`config.mk`:
```
export PLATFORM = sky130hd
export DESIGN_NAME = dma_state_seq
export DESIGN_NICKNAME = d
export VERILOG_FILES = /design/src/rtl/dma_state_seq.sv
export SDC_FILE = /design/constraint.sdc
export NUM_CORES = 1
export LEC_CHECK = 0
export ABC_AREA = 1
export CORE_ASPECT_RATIO = 0.5
export CORE_UTILIZATION = 53
export DETAILED_ROUTE_END_ITERATION = 7
export GPL_TIMING_DRIVEN = 0
export PLACE_DENSITY_LB_ADDON = 0.08
export SYNTH_ARGS = -nofsm -noshare
export SYNTH_HDL_FRONTEND = slang
export SYNTH_SLANG_ARGS = --single-unit
```
`constraint.sdc`:
```
create_clock -name clk_i -period 4.35 [get_ports clk_i]
set_clock_uncertainty 0.05 [all_clocks]
set_input_delay 0.6525 -clock clk_i [delete_from_list [all_inputs] [get_ports clk_i]]
set_output_delay 0.6525 -clock clk_i [all_outputs]
set_load 0.03 [all_outputs]
```
`src/rtl/dma_state_seq.sv`:
```
// dma_state_seq: present-state register and X/Y/page address counters for a DMA sequencer.
// Optional trap of next-state code 4'hF into idle with a sticky err_o: DMA_SEQ_ILLEGAL_TRAP_EN.
module dma_state_seq (
  input  logic       clk_i,
  input  logic       reset_i,
  input  logic       start_i,
  input  logic       mack_i,
  input  logic [3:0] dmnst_b_i,
  input  logic [2:0] adctlp_b_i,
  input  logic [7:0] xlen_i,
  input  logic [7:0] ylen_i,
  output logic [3:0] dmpst_o,
  output logic       xskip_o,
  output logic       yskip_o,
  output logic       page_o,
  output logic [7:0] xcnt_o,
  output logic [7:0] ycnt_o,
  output logic       mreq_o
`ifdef DMA_SEQ_ILLEGAL_TRAP_EN
  ,
  output logic       err_o
`endif
);

  typedef enum logic [2:0] {
    OP_HOLD0 = 3'd0,
    OP_INCX  = 3'd1,
    OP_INCY  = 3'd2,
    OP_LOAD  = 3'd3,
    OP_DECX  = 3'd4,
    OP_CLR   = 3'd5,
    OP_PAGE  = 3'd6,
    OP_HOLD7 = 3'd7
  } op_e;

  logic [3:0] dmpst_q, dmpst_d;
  logic [7:0] xcnt_q, xcnt_d;
  logic [7:0] ycnt_q, ycnt_d;
  logic       page_q, page_d;
  logic       adv;
  logic       idle;
  logic       x_term;
  logic       y_term;
  op_e        op;

  assign idle   = (dmpst_q == 4'h0);
  assign adv    = idle ? start_i : mack_i;
  assign op     = op_e'(~adctlp_b_i);
  assign x_term = (xcnt_q == xlen_i);
  assign y_term = (ycnt_q == ylen_i);

`ifdef DMA_SEQ_ILLEGAL_TRAP_EN
  logic err_q, err_d;
`endif

  always_comb begin
    dmpst_d = dmpst_q;
    xcnt_d  = xcnt_q;
    ycnt_d  = ycnt_q;
    page_d  = page_q;
`ifdef DMA_SEQ_ILLEGAL_TRAP_EN
    err_d   = err_q;
`endif
    if (adv) begin
      dmpst_d = ~dmnst_b_i;
`ifdef DMA_SEQ_ILLEGAL_TRAP_EN
      // All-zero active-low code decodes to 4'hF: park in idle and flag it.
      if (dmnst_b_i == 4'h0) begin
        dmpst_d = 4'h0;
        err_d   = 1'b1;
      end
`endif
      case (op)
        OP_INCX: xcnt_d = x_term ? 8'd0 : xcnt_q + 8'd1;
        OP_INCY: begin
          xcnt_d = 8'd0;
          ycnt_d = y_term ? 8'd0 : ycnt_q + 8'd1;
        end
        OP_LOAD: begin
          xcnt_d = 8'd0;
          ycnt_d = 8'd0;
        end
        OP_DECX: xcnt_d = (xcnt_q == 8'd0) ? xlen_i : xcnt_q - 8'd1;
        OP_CLR: begin
          xcnt_d = 8'd0;
          ycnt_d = 8'd0;
          page_d = 1'b0;
        end
        OP_PAGE: page_d = ~page_q;
        default: ;
      endcase
    end
  end

  always_ff @(posedge clk_i or posedge reset_i) begin
    if (reset_i) begin
      dmpst_q <= 4'h0;
      xcnt_q  <= 8'd0;
      ycnt_q  <= 8'd0;
      page_q  <= 1'b0;
    end else begin
      dmpst_q <= dmpst_d;
      xcnt_q  <= xcnt_d;
      ycnt_q  <= ycnt_d;
      page_q  <= page_d;
    end
  end

`ifdef DMA_SEQ_ILLEGAL_TRAP_EN
  always_ff @(posedge clk_i or posedge reset_i) begin
    if (reset_i) err_q <= 1'b0;
    else         err_q <= err_d;
  end
  assign err_o = err_q;
`endif

  assign dmpst_o = dmpst_q;
  assign xcnt_o  = xcnt_q;
  assign ycnt_o  = ycnt_q;
  assign page_o  = page_q;
  assign xskip_o = x_term;
  assign yskip_o = y_term;
  assign mreq_o  = ~idle;

endmodule
```
-- Word-level counts from Yosys, hierarchy flattened
Cells that the tools add are included.
- muxes and demuxes: 7
- reduce and logical (&&, ||, !) cells: 10
- equality and inequality tests: 8
- bitwise operators: 4
- add/sub/neg operators: 3
- operators by type and width (kind ; number):
    8-bit 2-to-1 mux ; 3
    8-bit one-hot mux with 3 select lines ; 1
    8-bit by 1-bit adder with 8-bit output, second input constant ; 2
    8-bit equality test ; 2
    8-bit one-hot mux with 2 select lines ; 1
    3-bit equality test, second input constant ; 3
    8-bit logical NOT ; 1
    8-bit by 1-bit subtractor with 8-bit output, second input constant ; 1
    3-bit by 2-bit equality test with 1-bit output, second input constant ; 2
    2-bit AND reduction ; 3
    4-bit logical NOT ; 1
    4-bit NOT ; 1
    2-bit nonzero test ; 2
    3-bit by 1-bit equality test with 1-bit output, second input constant ; 1
    3-bit NOT ; 1
    3-bit nonzero test ; 1
    3-bit OR reduction ; 1
    1-bit NOT ; 2
    1-bit one-hot mux with 2 select lines ; 1
    2-bit OR reduction ; 1
    1-bit 2-to-1 mux ; 1
- word-level logic and storage cells: 36
- flip-flop bits (word level): 21
- input port bits: 27
- output and inout port bits: 24

-- Depth between registers and ports, before layout
- word-level depth: 5
- depth in mapped cells: 11
- gate-level depth less buffers: 11

-- Worst setup path before layout
OpenSTA, ideal clock, no wires.
- kind: input-to-output
- start: input ylen_i[1]
- end: output yskip_o
- data required time: 3.648 ns
- data arrival time: 1.553 ns
- stages on the path: 4
- setup slack: 2.094 ns
- path through: or2_2 > a21oi_1 > nand4_1 > inv_1
- word-level cells in the longest chain between the ends: 1
- ends and longest elaborated chain (item ; line ; text):
    start, declared ; 11 ; input logic [7:0] ylen_i,
    8-bit equality test ; 50 ; assign y_term = (ycnt_q == ylen_i);
    end, declared ; 14 ; output logic yskip_o,
No other way between the ends.

-- Worst setup path after layout
Same ends and word-level chain as after synthesis.

==> results.yml <==
status:
  outcome: "complete, no violations"
detailed_routing:
  drt-met1-wl_um: 2129
  drt_iter0_drc: 124
  vias: 1935
  drc: 0
  highest_layer: "met4"
  dr.pass1.iters: 4
  wirelength_um: 4638
  vias_per_cell: 5.119
  met2_length_um: 2124
  drtAntennaViolNets: 0
  met3WireLength_um: 329
  routedWlPerCell_um: 12.27
placed_design:
  globalplace.congestion: 0.8732
  portBuffers: 50
  dp_hpwl_um: 3514
  place_ws_ps: 983.3
worst_setup_path:
  cp_common_cell: "clkdlybuf4s50_1"
  crit_slowest_cell: "clkdlybuf4s50_1"
  worstPathBufferInverterCount: 3
  path_class: "in -> out"
  crit_chain: "clkdlybuf4s50_1, or2_2, a21oi_1, nand4_1, inv_1, clkdlybuf4s50_1"
  required_ps: 3650
  critPathCaptureType: "output port"
  critical_path.top_delay_family: "buffers and inverters"
  slowest_delay_ps: 680
  start_kind: "input port"
  crit_fanout: 8
  crit_arrival_ps: 2690
synth:
  synth_area_per_cell_um2: 6.845
  synth-seq-cells: 21
  yosysTopAreaCell: "dfrtp_1"
  syn_inst: 276
  yosysWarnings: 0
  synth_area_mm2: 0.001889
  synth_nets: 307
  ys_seq_area_share_pct: 27.81
  netlist_top_cells_area: "dfrtp_1 28%, nand2_1 18%, xor2_1 7.4%, inv_1 6.8%, nand3_1 6.1%"
  synth.distinct_cells: 29
  yosysTopAreaCellShare_pct: 27.81
floorplanning:
  dieHeight_um: 44.22
  die_width_um: 86.44
  ios: 51
  num_rows: 14
  initial_utilization_pct: 59.26
  core_area_mm2: 0.003188
  die-area_mm2: 0.003822
cts:
  cts_tree: "built"
  h-tree-depth: 1
  holdBufCountCts: 0
  post_cts_resized: 0
  cts_made_buffers: 3
  cts.clk_slew.worst_paths_ps: 80
  clock_latency_ps: 260
  cts_root_buf: "clkbuf_8"
  postCtsSetupBuffers: 0
  max-clock-path-buffers: 2
  cts.sinks: 21
sta:
  fin_crit_sh_pct: 77.88
  slew_headroom_pct: 44.54
  max_slew.worst_pin.slew_ps: 831.1
  max_freq_mhz: 295.2
  hold_viol_final: 0
  tns_ps: 0
  setup_viol: 0
  period_needed_ps: 3388
  rsz0062_at_grt: "no"
  postLayoutSetupSlackWorst_ps: 962.3
  finalMaxSlewViolations: 0
cells_and_area:
  drive_gt1_share_pct: 10.00
  layout.nets: 362
  final_common_cell: "nand2_1"
  antenna_cells: 0
  syn2layout_area_growth_pct: 32.05
  most-common-layout-cells: "92 x nand2_1, 50 x clkdlybuf4s50_1, 34 x inv_1"
power_and_ir_drop:
  power_leakage_nw: 1.258
  ir_drop_v: 0.0003006
  power.density_mw_per_mm2: 483.2
grt:
  grt_pass1_vias: 1793
  grt_max_degree: 22
  antenna_found_initial: 0
  grt_use_total_pct: 26.17
  grt_overflow_total: 0
  grt_pass1_wl_um: 7859
hold_path:
  hp-class: "reg -> reg"
job:
  cap_violations: 0
==> layer usage <==
layer  GRT usage [%]  vias up
met1           34.47      865
met5               0        -
met2           45.56       84
met3           5.224        8
met4           6.000        0
li1                -      978
==> worst min-delay path, delay by kind of cell (launching register included) <==
| family | cells | cell delay (ps) |
|---|---|---|
| compound gates | 1 | 60 |
| simple gates | 1 | 50 |
| flops | 1 | 370 |
==> registers in the layout, summed over array words and instances (netlist names) <==
signal / cells
dmpst_o: 4
page_o: 1
xcnt_o: 8
ycnt_o: 8
==> per-stage QoR <==
step	utilization (%)	power (mW)	area (um2)	cells	hold WS, ps
floorplan	-	0.8315	1889	276	579.0
global placement	76.84	1.040	2450	374	442.0
detailed placement	76.84	1.066	2450	374	455.3
CTS	78.26	1.202	2495	378	474.4
global route	78.26	1.288	2495	378	520.1
finish	78.26	1.205	2495	378	468.7
==> worst paths after layout <==
| check | startpoint | end | slack, ps | depth (start not counted) |
|---|---|---|---|---|
| setup / recovery | ylen_i[1] | yskip_o | 960 | 6 |
| hold / removal | dmpst_o[1] | dmpst_o[1] | 470 | 2 |
| setup reg to reg | xcnt_o[0] | xcnt_o[4] | 2570 | 9 |
| hold reg to reg | dmpst_o[1] | dmpst_o[1] | 470 | 2 |
| max in group asynchronous | reset_i | ycnt_o[0] | 2930 | 2 |
| min in group asynchronous | reset_i | xcnt_o[2] | 800 | 2 |
==> layout make-up <==
cell class,count,area [um2]
plain buffers,6,51.30
flip-flops and latches,21,525.5
well taps,48,60.06
inverters,39,160.2
clock buffers,4,45.04
fillers,252,693.2
multi-input cells,210,1152
repair buffers,50,500.5
==> synth_stat cells (all sizes together) <==
| library cell | instances |
|---|---|
| nand2 | 97 |
| inv | 38 |
| nand3 | 25 |
| nor2 | 25 |
| dfrtp | 21 |
| xor2 | 16 |
| nand4 | 9 |
| o21ai | 9 |
| xnor2 | 7 |
| a21oi | 6 |
| buf | 6 |
| a21boi | 5 |
| ha | 4 |
| nand3b | 2 |
| nor3 | 2 |
| bufinv | 1 |
| nor3b | 1 |
| o211ai | 1 |
| or2 | 1 |
==> cell families after synthesis <==
logic type	Yosys count	synth area share, %
xor gates and xnor gates	23	10.66
AOI/OAI and AO/OA	21	7.748
DFF	21	27.81
buffers and inverters	45	11.19
and+or+nand+nor	162	39.93
adders and majority gates	4	2.649
==> power breakdown <==
group | switching (mW) | leakage (nW) | internal (mW) | total (mW)
logic | 0.433 | 0.968 | 0.309 | 0.741
registers | 0.0824 | 0.268 | 0.249 | 0.331
clock network | 0.0674 | 0.0228 | 0.0654 | 0.133
total | 0.582 | 1.26 | 0.623 | 1.21
Power figures use the tool's default switching activity.
